$ cat src/rtl/seq_divider.sv
// Multi-cycle restoring integer divider: one quotient bit per clock, valid/ready on both sides.
// Optional two's-complement support is compiled in with `define SEQ_DIVIDER_SIGNED_EN.
module seq_divider #(
  parameter int N     = 32,
  parameter int CNT_W = $clog2(N + 1)
) (
  input  logic         clk,
  input  logic         rst_n,
  input  logic         in_valid,
  output logic         in_ready,
  input  logic [N-1:0] dividend,
  input  logic [N-1:0] divisor,
  input  logic         signed_op,
  output logic         out_valid,
  input  logic         out_ready,
  output logic [N-1:0] quotient,
  output logic [N-1:0] remainder,
  output logic         div_by_zero,
  output logic         overflow
);

  typedef enum logic [1:0] {S_IDLE, S_RUN, S_DONE} state_t;

  localparam logic [N-1:0] MIN_VAL = {1'b1, {(N-1){1'b0}}};

  state_t         r_state;
  state_t         w_state_next;
  logic           w_accept;
  logic           w_last_step;
  logic           w_div0;

  logic [CNT_W-1:0] r_cnt;
  logic [N-1:0]   r_a;
  logic [N-1:0]   r_b;
  // Top bit of P is always 0 between steps, so only the low N bits are stored.
  logic [N-1:0]   r_p;

  logic [N:0]     w_p_shift;
  logic [N:0]     w_p_sub;
  logic [N-1:0]   w_p_step;
  logic [N-1:0]   w_a_step;

  logic [N-1:0]   w_a_mag;
  logic [N-1:0]   w_b_mag;
  logic [N-1:0]   w_q_final;
  logic [N-1:0]   w_r_final;

  logic [N-1:0]   r_quotient;
  logic [N-1:0]   r_remainder;
  logic           r_dbz;

  assign w_div0 = (divisor == '0);

`ifdef SEQ_DIVIDER_SIGNED_EN
  logic w_a_neg;
  logic w_b_neg;
  logic w_ovf_in;
  logic r_neg_q;
  logic r_neg_r;
  logic r_ovf_pend;
  logic r_ovf;

  assign w_a_neg  = signed_op & dividend[N-1];
  assign w_b_neg  = signed_op & divisor[N-1];
  assign w_a_mag  = w_a_neg ? -dividend : dividend;
  assign w_b_mag  = w_b_neg ? -divisor : divisor;
  assign w_ovf_in = signed_op && (dividend == MIN_VAL) && (divisor == '1);

  // Signs are applied on the same edge that loads the result registers.
  assign w_q_final = r_ovf_pend ? MIN_VAL :
                     (r_neg_q ? -w_a_step : w_a_step);
  assign w_r_final = r_ovf_pend ? '0 :
                     (r_neg_r ? -w_p_step : w_p_step);

  always_ff @(posedge clk) begin
    if (!rst_n) begin
      r_neg_q    <= 1'b0;
      r_neg_r    <= 1'b0;
      r_ovf_pend <= 1'b0;
      r_ovf      <= 1'b0;
    end else begin
      if (w_accept) begin
        r_neg_q    <= w_a_neg ^ w_b_neg;
        r_neg_r    <= w_a_neg;
        r_ovf_pend <= w_ovf_in;
      end
      if (w_accept && w_div0) begin
        r_ovf <= 1'b0;
      end else if (w_last_step) begin
        r_ovf <= r_ovf_pend;
      end
    end
  end

  assign overflow = r_ovf;
`else
  logic w_unused_signed_op;

  assign w_unused_signed_op = signed_op;
  assign w_a_mag   = dividend;
  assign w_b_mag   = divisor;
  assign w_q_final = w_a_step;
  assign w_r_final = w_p_step;
  assign overflow  = 1'b0;
`endif

  // Restoring step: shift in next dividend bit, trial-subtract, keep or restore.
  assign w_p_shift = {r_p, r_a[N-1]};
  assign w_p_sub   = w_p_shift - {1'b0, r_b};
  assign w_p_step  = w_p_sub[N] ? w_p_shift[N-1:0] : w_p_sub[N-1:0];
  assign w_a_step  = {r_a[N-2:0], ~w_p_sub[N]};

  always_ff @(posedge clk) begin
    if (!rst_n) begin
      r_state <= S_IDLE;
    end else begin
      r_state <= w_state_next;
    end
  end

  always_comb begin
    w_state_next = r_state;
    w_accept     = 1'b0;
    w_last_step  = 1'b0;
    in_ready     = 1'b0;
    out_valid    = 1'b0;
    case (r_state)
      S_IDLE: begin
        in_ready = 1'b1;
        if (in_valid) begin
          w_accept     = 1'b1;
          w_state_next = w_div0 ? S_DONE : S_RUN;
        end
      end
      S_RUN: begin
        if (r_cnt == CNT_W'(N - 1)) begin
          w_last_step  = 1'b1;
          w_state_next = S_DONE;
        end
      end
      S_DONE: begin
        out_valid = 1'b1;
        if (out_ready) begin
          w_state_next = S_IDLE;
        end
      end
      default: w_state_next = S_IDLE;
    endcase
  end

  always_ff @(posedge clk) begin
    if (!rst_n) begin
      r_cnt       <= '0;
      r_a         <= '0;
      r_b         <= '0;
      r_p         <= '0;
      r_quotient  <= '0;
      r_remainder <= '0;
      r_dbz       <= 1'b0;
    end else begin
      if (w_accept) begin
        r_a   <= w_a_mag;
        r_b   <= w_b_mag;
        r_p   <= '0;
        r_cnt <= '0;
      end else if (r_state == S_RUN) begin
        r_a   <= w_a_step;
        r_p   <= w_p_step;
        r_cnt <= r_cnt + CNT_W'(1);
      end

      if (w_accept && w_div0) begin
        r_quotient  <= '1;
        r_remainder <= dividend;
        r_dbz       <= 1'b1;
      end else if (w_last_step) begin
        r_quotient  <= w_q_final;
        r_remainder <= w_r_final;
        r_dbz       <= 1'b0;
      end
    end
  end

  assign quotient    = r_quotient;
  assign remainder   = r_remainder;
  assign div_by_zero = r_dbz;

endmodule

$ cat config.mk
export PLATFORM = sky130hd
export DESIGN_NAME = seq_divider
export DESIGN_NICKNAME = d
export VERILOG_FILES = /design/src/rtl/seq_divider.sv
export SDC_FILE = /design/constraint.sdc
export NUM_CORES = 1
export LEC_CHECK = 0
export ABC_AREA = 1
export BUFFER_PORTS_ARGS = -buffer_cell sky130_fd_sc_hd__buf_2
export CAP_MARGIN = 20
export CORE_UTILIZATION = 45
export CTS_CLUSTER_DIAMETER = 30
export CTS_CLUSTER_SIZE = 25
export DETAILED_ROUTE_END_ITERATION = 10
export GPL_ROUTABILITY_DRIVEN = 0
export HOLD_SLACK_MARGIN = 0.06
export PLACE_DENSITY = 0.76
export SKIP_CTS_REPAIR_TIMING = 1
export SLEW_MARGIN = 20
export SYNTH_ARGS = -nofsm -noshare
export SYNTH_HDL_FRONTEND = slang
export SYNTH_SLANG_ARGS = --single-unit
$ cat constraint.sdc
create_clock -name clk -period 2.4 [get_ports clk]
set_input_delay 0.24 -clock clk [delete_from_list [all_inputs] [get_ports clk]]
set_output_delay 0.24 -clock clk [all_outputs]
set_load 0.02 [all_outputs]
==> results.md, run 1 <==
- Fmax: between 400 and 500 MHz
- Post-synth top area share: 34.17%
- Worst-path cell chain: inv_2 > ha_4 > fa_2 > inv_2 > nand2_1 > nand2_1 > nand3_2 > nand2_2 > nand2_2 > nand2_4 > nand2_4 > nand2_4 > nand2_4 > nand2_8 > clkbuf_16 > nand2_1 > nand2_1 > nand2_1 > a21oi_1
- Count of flip-flops with a built-in enable after synthesis: 0
- Count of pins over their slew limit: 0
- Reported leakage power: approximately 6.3 nW
- Net count of the finished layout: 1799
- Share of the yosys chip area belonging to registers: 34.17%
- Required arrival time at the worst endpoint: approximately 2.8 ns
- Synthesized netlist net count: between 1500 and 2000
- Area added between synthesis and finish: 22.59%
- Clock Root Buffer: clkbuf_16
- Arrival time reported for the critical path endpoint: approximately 2.7 ns
- Total standard cell area after synthesis: 0.009902 mm2
- Total wirelength of the detailed-routed design: ~29 mm
- Tightest slew margin relative to the limit: a little over half
- Worst-path clk slew: 0.07 ns
- Placeable Area: roughly 0.021 mm2
- Crit-path leading delay family: simple AND/OR/NAND/NOR gates
- Die outline area: 0.02260 mm2
- Input/output buffers: 134
- Overflow left after global routing: 0
- Overall global routing resource usage: ~25%
- Crit path largest cell delay: approximately 0.36 ns
- Final clock period utilization by the worst path: a little over nine tenths
- Yosys synthesis warning count: 0
- Number of placed instances with taps included: a little under 2000
- Fraction of final layout cells with drive strength greater than 1: approximately a fifth
- Dominant cells by area after synthesis: dfxtp_1, nand2_1, inv_1
- CP Class: reg -> reg
- Power per Cell Area: roughly 730 mW/mm2
- Worst-case clock skew: 0.01690 ns
- Reg2reg path depth: 19
- Part of the total power dissipated in combinational logic: a little over a third
- Relative contribution of the clock network to total power: between 30% and 40%
- Wire length of the first global-routing pass: approximately 45 mm
- Cell-internal power: approximately 5.5 mW
- Most frequent standard cell in the layout excluding fill and tap cells: nand2_1
- Class of the worst hold path: in -> reg
- Final routed wire length divided by cell count: between 10 and 15 um
- Largest net degree at the start of global routing: 94
- Max Buffers Root-to-Sink: 2
- Predominant post-synthesis flop cell: dfxtp_1
- Proportion of synthesized flip-flops having asynchronous set or reset: 0%
- DRC violation count after routing: 0
- Detailed-route vias per instance: between 5 and 6
- # setup viols final: 0
- Measured slew at the worst slew-check pin: just over 0.7 ns
- Number of buffers and inverters on the critical path: 3
- Filler cells: 1994
- Die outline height: 150.3 um
- Number of global-route vias before repair: ~9400
- CTS H-tree lvls: 4
- Status: complete, no violations
- Number of core rows: between 50 and 60
- Post-route antenna net violation count: 0
- Critical Path Fanout Max: 7
- Number of buffers added by the clock tree synthesis step: 17
- Max-cap violations: 0
- Half-perimeter wire length of the detailed placement result: 20.42 mm
- Unique cell type count in the Yosys netlist: 38
- Final hold violation count: 0
- Per-instance average area after synthesis: ~6.4 um2
- Switching power share of the total: 37.47%
- Die Span X: between 150 and 200 um
- Part of the total power dissipated in sequential elements: between 30% and 40%
- Clk_lat worst skew: between 0.4 and 0.5 ns
- Number of vias in the routed layout: 10200
- Most used cells in the layout excluding fill and tap cells: nand2_1, inv_1, dfxtp_1
- Clk sinks: between 150 and 200
- Number of standard cells after synthesis: about 1600
- Antenna Cells: 0
- Number of design-rule violations left by the first detailed-router iteration: roughly 710
- Slowest library cell on the worst path: fa_2
- Accumulated negative setup slack: 0 ns
- Leading area contributor after synthesis: dfxtp_1
- Total net switching power: between 3 and 4 mW
- Initial Utilization: approximately 47%
- Fin crit period: roughly 2.3 ns
- Io pins: roughly 140
- TritonCTS clock tree: done
- VDD IR-drop max: 0.5880 mV
- Cell count of the worst hold path: 3
- Filler-free cell count of the finished design: 1983
- Count of TritonRoute iterations in the first routing pass: 5
- Category of the worst setup path capture point: flop
- Register bit total from synthesis: between 150 and 200
- Startpoint Class: flop
- Number of antenna violations at the first check in global routing: 0
- Most repeated library cell on the critical path: nand2_1
- Stages on worst setup path: 19
[layer usage]
| layer | track usage (%) | part of all wire (%) |
|---|---|---|
| met3 | 4.424 | 6.1 |
| met1 | 32.02 | 43 |
| met4 | 8.788 | 3.3 |
| met2 | 43.02 | 47 |
| met5 | 0 | 0 |
[worst min-delay path, cell delays in order]
cell and delay, ns:
buf_2 0.08, o21ai_0 0.07, a21oi_1 0.10
[worst paths after layout]
| check | from | to | slack [ns] |
|---|---|---|---|
| max reg2reg | r_a[31] | remainder[25] | 0.10 |
| max | r_a[31] | remainder[25] | 0.10 |
| min | divisor[12] | r_b[12] | 0.09 |
| min reg2reg | r_b[20] | r_b[20] | 0.46 |
[kinds of logic after synthesis]
kind of cell / count (synthesis) / synth area share (%)
xor+xnor: 16 / 1.415
flops: 169 / 34.17
simple gates: 706 / 29.13
fa+ha+maj: 34 / 4.372
compound gates: 249 / 15.86
buf+inv: 380 / 15.02
other cells: 1 / 0.03787
[metrics by stage]
stage	cell area [um2]	power [mW]	setup WS, ns	hold slack, ns	util [%]
floorplan	9902	4.970	0.2108	0.4067	-
detailed placement	11100	5.752	-0.004124	0.4547	52.15
finish	12140	8.831	0.1028	0.09258	57.03
CTS	11680	8.484	-0.02524	0.09121	54.86
global placement	11100	5.705	0.04040	0.4490	52.15
global route	12140	9.339	-0.04809	0.09900	57.03
[Yosys cell counts, types with 2 or more instances]
master,count
a31oi_1,3
nand2_2,15
buf_2,7
xor2_1,3
o221ai_1,2
xnor2_1,13
nand2_4,2
nand3_1,86
nor3_1,8
inv_1,307
clkbuf_1,47
o21ai_1,3
and2_1,2
clkinv_1,2
dfxtp_1,169
buf_1,6
buf_4,3
nor2_2,4
nor2_1,140
nand3b_1,4
o221a_2,30
inv_2,3
ha_1,33
o21ai_0,68
nand4_1,8
a221oi_1,30
buf_6,4
nand2_1,435
a21oi_1,109
[power groups by stage]
stage | clock network, mW | logic (mW) | registers (mW)
after CTS | 2.76 | 2.70 | 3.03
after global placement | 0 | 2.62 | 3.09
final | 2.73 | 3.06 | 3.04
after global routing | 2.88 | 3.41 | 3.05
after detailed placement | 0 | 2.66 | 3.09
after floorplan | 0 | 1.91 | 3.06
[state kept, by name (all words and copies together), names as in the netlist]
signal / count
r_a: 32
remainder: 32
quotient: 32
div_by_zero: 1
r_cnt: 6
r_p: 32
r_state: 2
r_b: 32
[cell type report]
cell class | count | area, um2 | share of cell area [%]
multi-input cells | 1006 | 5364 | 44.19
clock buffers | 17 | 425.4 | 3.504
repair buffers | 190 | 1299 | 10.70
clock inverters | 14 | 151.4 | 1.247
well taps | 275 | 344.1 | 2.834
inverters | 312 | 1171 | 9.648
flip-flops and latches | 169 | 3385 | 27.88
(Power assumes the default switching activity.)
==> inputs of run 2 (changes only) <==
--- a/config.mk
+++ b/config.mk
@@ -8,13 +8,15 @@
 export ABC_AREA = 1
 export BUFFER_PORTS_ARGS = -buffer_cell sky130_fd_sc_hd__buf_2
 export CAP_MARGIN = 20
+export CORE_ASPECT_RATIO = 0.8
 export CORE_UTILIZATION = 45
+export CTS_BUF_LIST = sky130_fd_sc_hd__clkbuf_8
 export CTS_CLUSTER_DIAMETER = 30
 export CTS_CLUSTER_SIZE = 25
 export DETAILED_ROUTE_END_ITERATION = 10
 export GPL_ROUTABILITY_DRIVEN = 0
 export HOLD_SLACK_MARGIN = 0.06
-export PLACE_DENSITY = 0.76
+export PLACE_DENSITY = 0.78
 export SKIP_CTS_REPAIR_TIMING = 1
 export SLEW_MARGIN = 20
 export SYNTH_ARGS = -nofsm -noshare
==> constraint.sdc (replaced) <==
create_clock -name clk -period 1.9 [get_ports clk]
set_input_delay 0.19 -clock clk [delete_from_list [all_inputs] [get_ports clk]]
set_output_delay 0.19 -clock clk [all_outputs]
set_load 0.02 [all_outputs]
==> results.md, run 2 (same netlist as run 1, synthesis figures left out) <==
- Status: finished, violations left
- Failing checks: setup timing
- Fmax: approximately 410 MHz
- Number of buffers and inverters on the critical path: 4
- Slowest library cell on the worst path: dfxtp_2
- Fraction of final layout cells with drive strength greater than 1: slightly below 30%
- Required arrival time at the worst endpoint: between 2 and 2.5 ns
- Measured slew at the worst slew-check pin: 0.7746 ns
- Final hold violation count: 0
- Max-cap violations: 0
- Die Span X: approximately 170 um
- Detailed-route vias per instance: approximately 5.3
- # setup viols final: 66
- Placeable Area: around 0.022 mm2
- Number of buffers added by the clock tree synthesis step: 17
- Power per Cell Area: approximately 840 mW/mm2
- TritonCTS clock tree: done
- Largest net degree at the start of global routing: 94
- Startpoint Class: flop
- CTS H-tree lvls: 4
- Cell count of the worst hold path: 3
- Stages on worst setup path: 20
- Number of design-rule violations left by the first detailed-router iteration: between 900 and 1000
- Overall global routing resource usage: roughly a quarter
- Hold_ws: approximately 0.015 ns
- Worst-case clock skew: about 0.012 ns
- Number of global-route vias before repair: between 10000 and 15000
- Net count of the finished layout: between 1500 and 2000
- Reg2reg path depth: 20
- Number of antenna violations at the first check in global routing: 0
- Reported leakage power: ~7.0 nW
- Most repeated library cell on the critical path: nand2_2
- Area added between synthesis and finish: 37.12%
- Post-route antenna net violation count: 0
- Number of core rows: between 40 and 50
- Input/output buffers: roughly 130
- Crit path largest cell delay: about 0.37 ns
- Class of the worst hold path: in -> reg
- Die outline height: approximately 130 um
- Final routed wire length divided by cell count: 15.04 um
- Half-perimeter wire length of the detailed placement result: between 20 and 25 mm
- Max Buffers Root-to-Sink: 2
- Total wirelength of the detailed-routed design: between 30 and 40 mm
- Antenna Cells: 0
- Final clock period utilization by the worst path: 128.4%
- Number of vias in the routed layout: about 11000
- Clock Root Buffer: clkbuf_8
- Clk_lat worst skew: around 0.48 ns
- Most used cells in the layout excluding fill and tap cells: nand2_1, inv_1, dfxtp_1
- Io pins: ~140
- Critical Path Fanout Max: 8
- Clk sinks: roughly 170
- DRC violation count after routing: 0
- Crit-path leading delay family: simple AND/OR/NAND/NOR gates
- Count of pins over their slew limit: 0
- Worst-path clk slew: 0.10 ns
- CP Class: reg -> reg
- Total power consumption of the routed design: approximately 11 mW
- Category of the worst setup path capture point: flop
- VDD IR-drop max: around 0.58 mV
- Tightest slew margin relative to the limit: 48.36%
- Arrival time reported for the critical path endpoint: roughly 2.8 ns
- Initial Utilization: 45.93%
- Count of TritonRoute iterations in the first routing pass: 7
- Setup repair after global routing missed its margin: true
- Overflow left after global routing: 0
- Die outline area: around 0.023 mm2
- Wire length of the first global-routing pass: between 40 and 50 mm
- Worst-path cell chain: inv_2 > ha_4 > fa_2 > inv_2 > nand2_2 > nand2_2 > nand3_2 > nand2_2 > nand2_2 > nand2_4 > nand2_4 > nand2_4 > nand2_4 > nand2_8 > clkbuf_16 > nand2_2 > nand2_1 > nand2_1 > nand2_1 > inv_1
- Most frequent standard cell in the layout excluding fill and tap cells: nand2_1
- Setup ws final: -0.5401 ns
- Fin crit period: about 2.4 ns
[run 2: per-stage QoR]
step	utilization (%)	instance area, um2	worst slack, ns	std cells	setup TNS, ns
after floorplan	-	9947	-0.1737	1555	-9.310
after global placement	55.70	12010	-0.4741	2062	-29.35
after detailed placement	55.70	12010	-0.5382	2062	-33.47
after CTS	57.66	12430	-0.5761	2094	-32.88
after global routing	62.98	13580	-0.6174	2129	-36.08
final	62.98	13580	-0.5401	2129	-30.14
[run 2: report_power, final]
group	switching (mW)	leakage, nW	internal (mW)	total [mW]
registers	0.139	1.38	3.71	3.85
clock network	1.58	0.213	1.15	2.73
logic	2.86	5.46	1.98	4.85
[run 2: per-layer routing]
layer / part of all wire, % / up-vias / GRT usage, %
met5: 0 / - / 0
met4: 3.5 / 0 / 9.684
met3: 7.7 / 98 / 4.074
met2: 46 / 551 / 43.31
met1: 42 / 5102 / 34.20
li1: - / 5431 / -
[run 2: final timing paths]
path	from	end	slack, ns
worst max-delay path	r_a[31]	r_p[2]	-0.54
worst min-delay path	divisor[28]	r_b[28]	0.01
worst max register to register	r_a[31]	r_p[2]	-0.54
worst min register to register	r_cnt[2]	r_cnt[2]	0.48
[run 2: worst register-to-register path, cell delays in order (launching register included)]
cell,delay [ns]
dfxtp_2,0.37
inv_2,0.06
ha_4,0.16
fa_2,0.36
inv_2,0.09
nand2_2,0.05
nand2_2,0.06
nand3_2,0.06
nand2_2,0.09
nand2_2,0.07
nand2_4,0.08
nand2_4,0.08
nand2_4,0.10
nand2_4,0.07
nand2_8,0.14
clkbuf_16,0.19
nand2_2,0.08
nand2_1,0.08
nand2_1,0.05
nand2_1,0.06
inv_1,0.04
[run 2: area by class of cell]
cell class / count / area [um2]
fill: 1834 / 7983
multi-input combinational: 1008 / 5883
sequential: 169 / 3387
timing repair buffer: 333 / 2371
inverter: 312 / 1171
tap: 275 / 344.1
clock buffer: 18 / 247.7
clock inverter: 14 / 173.9
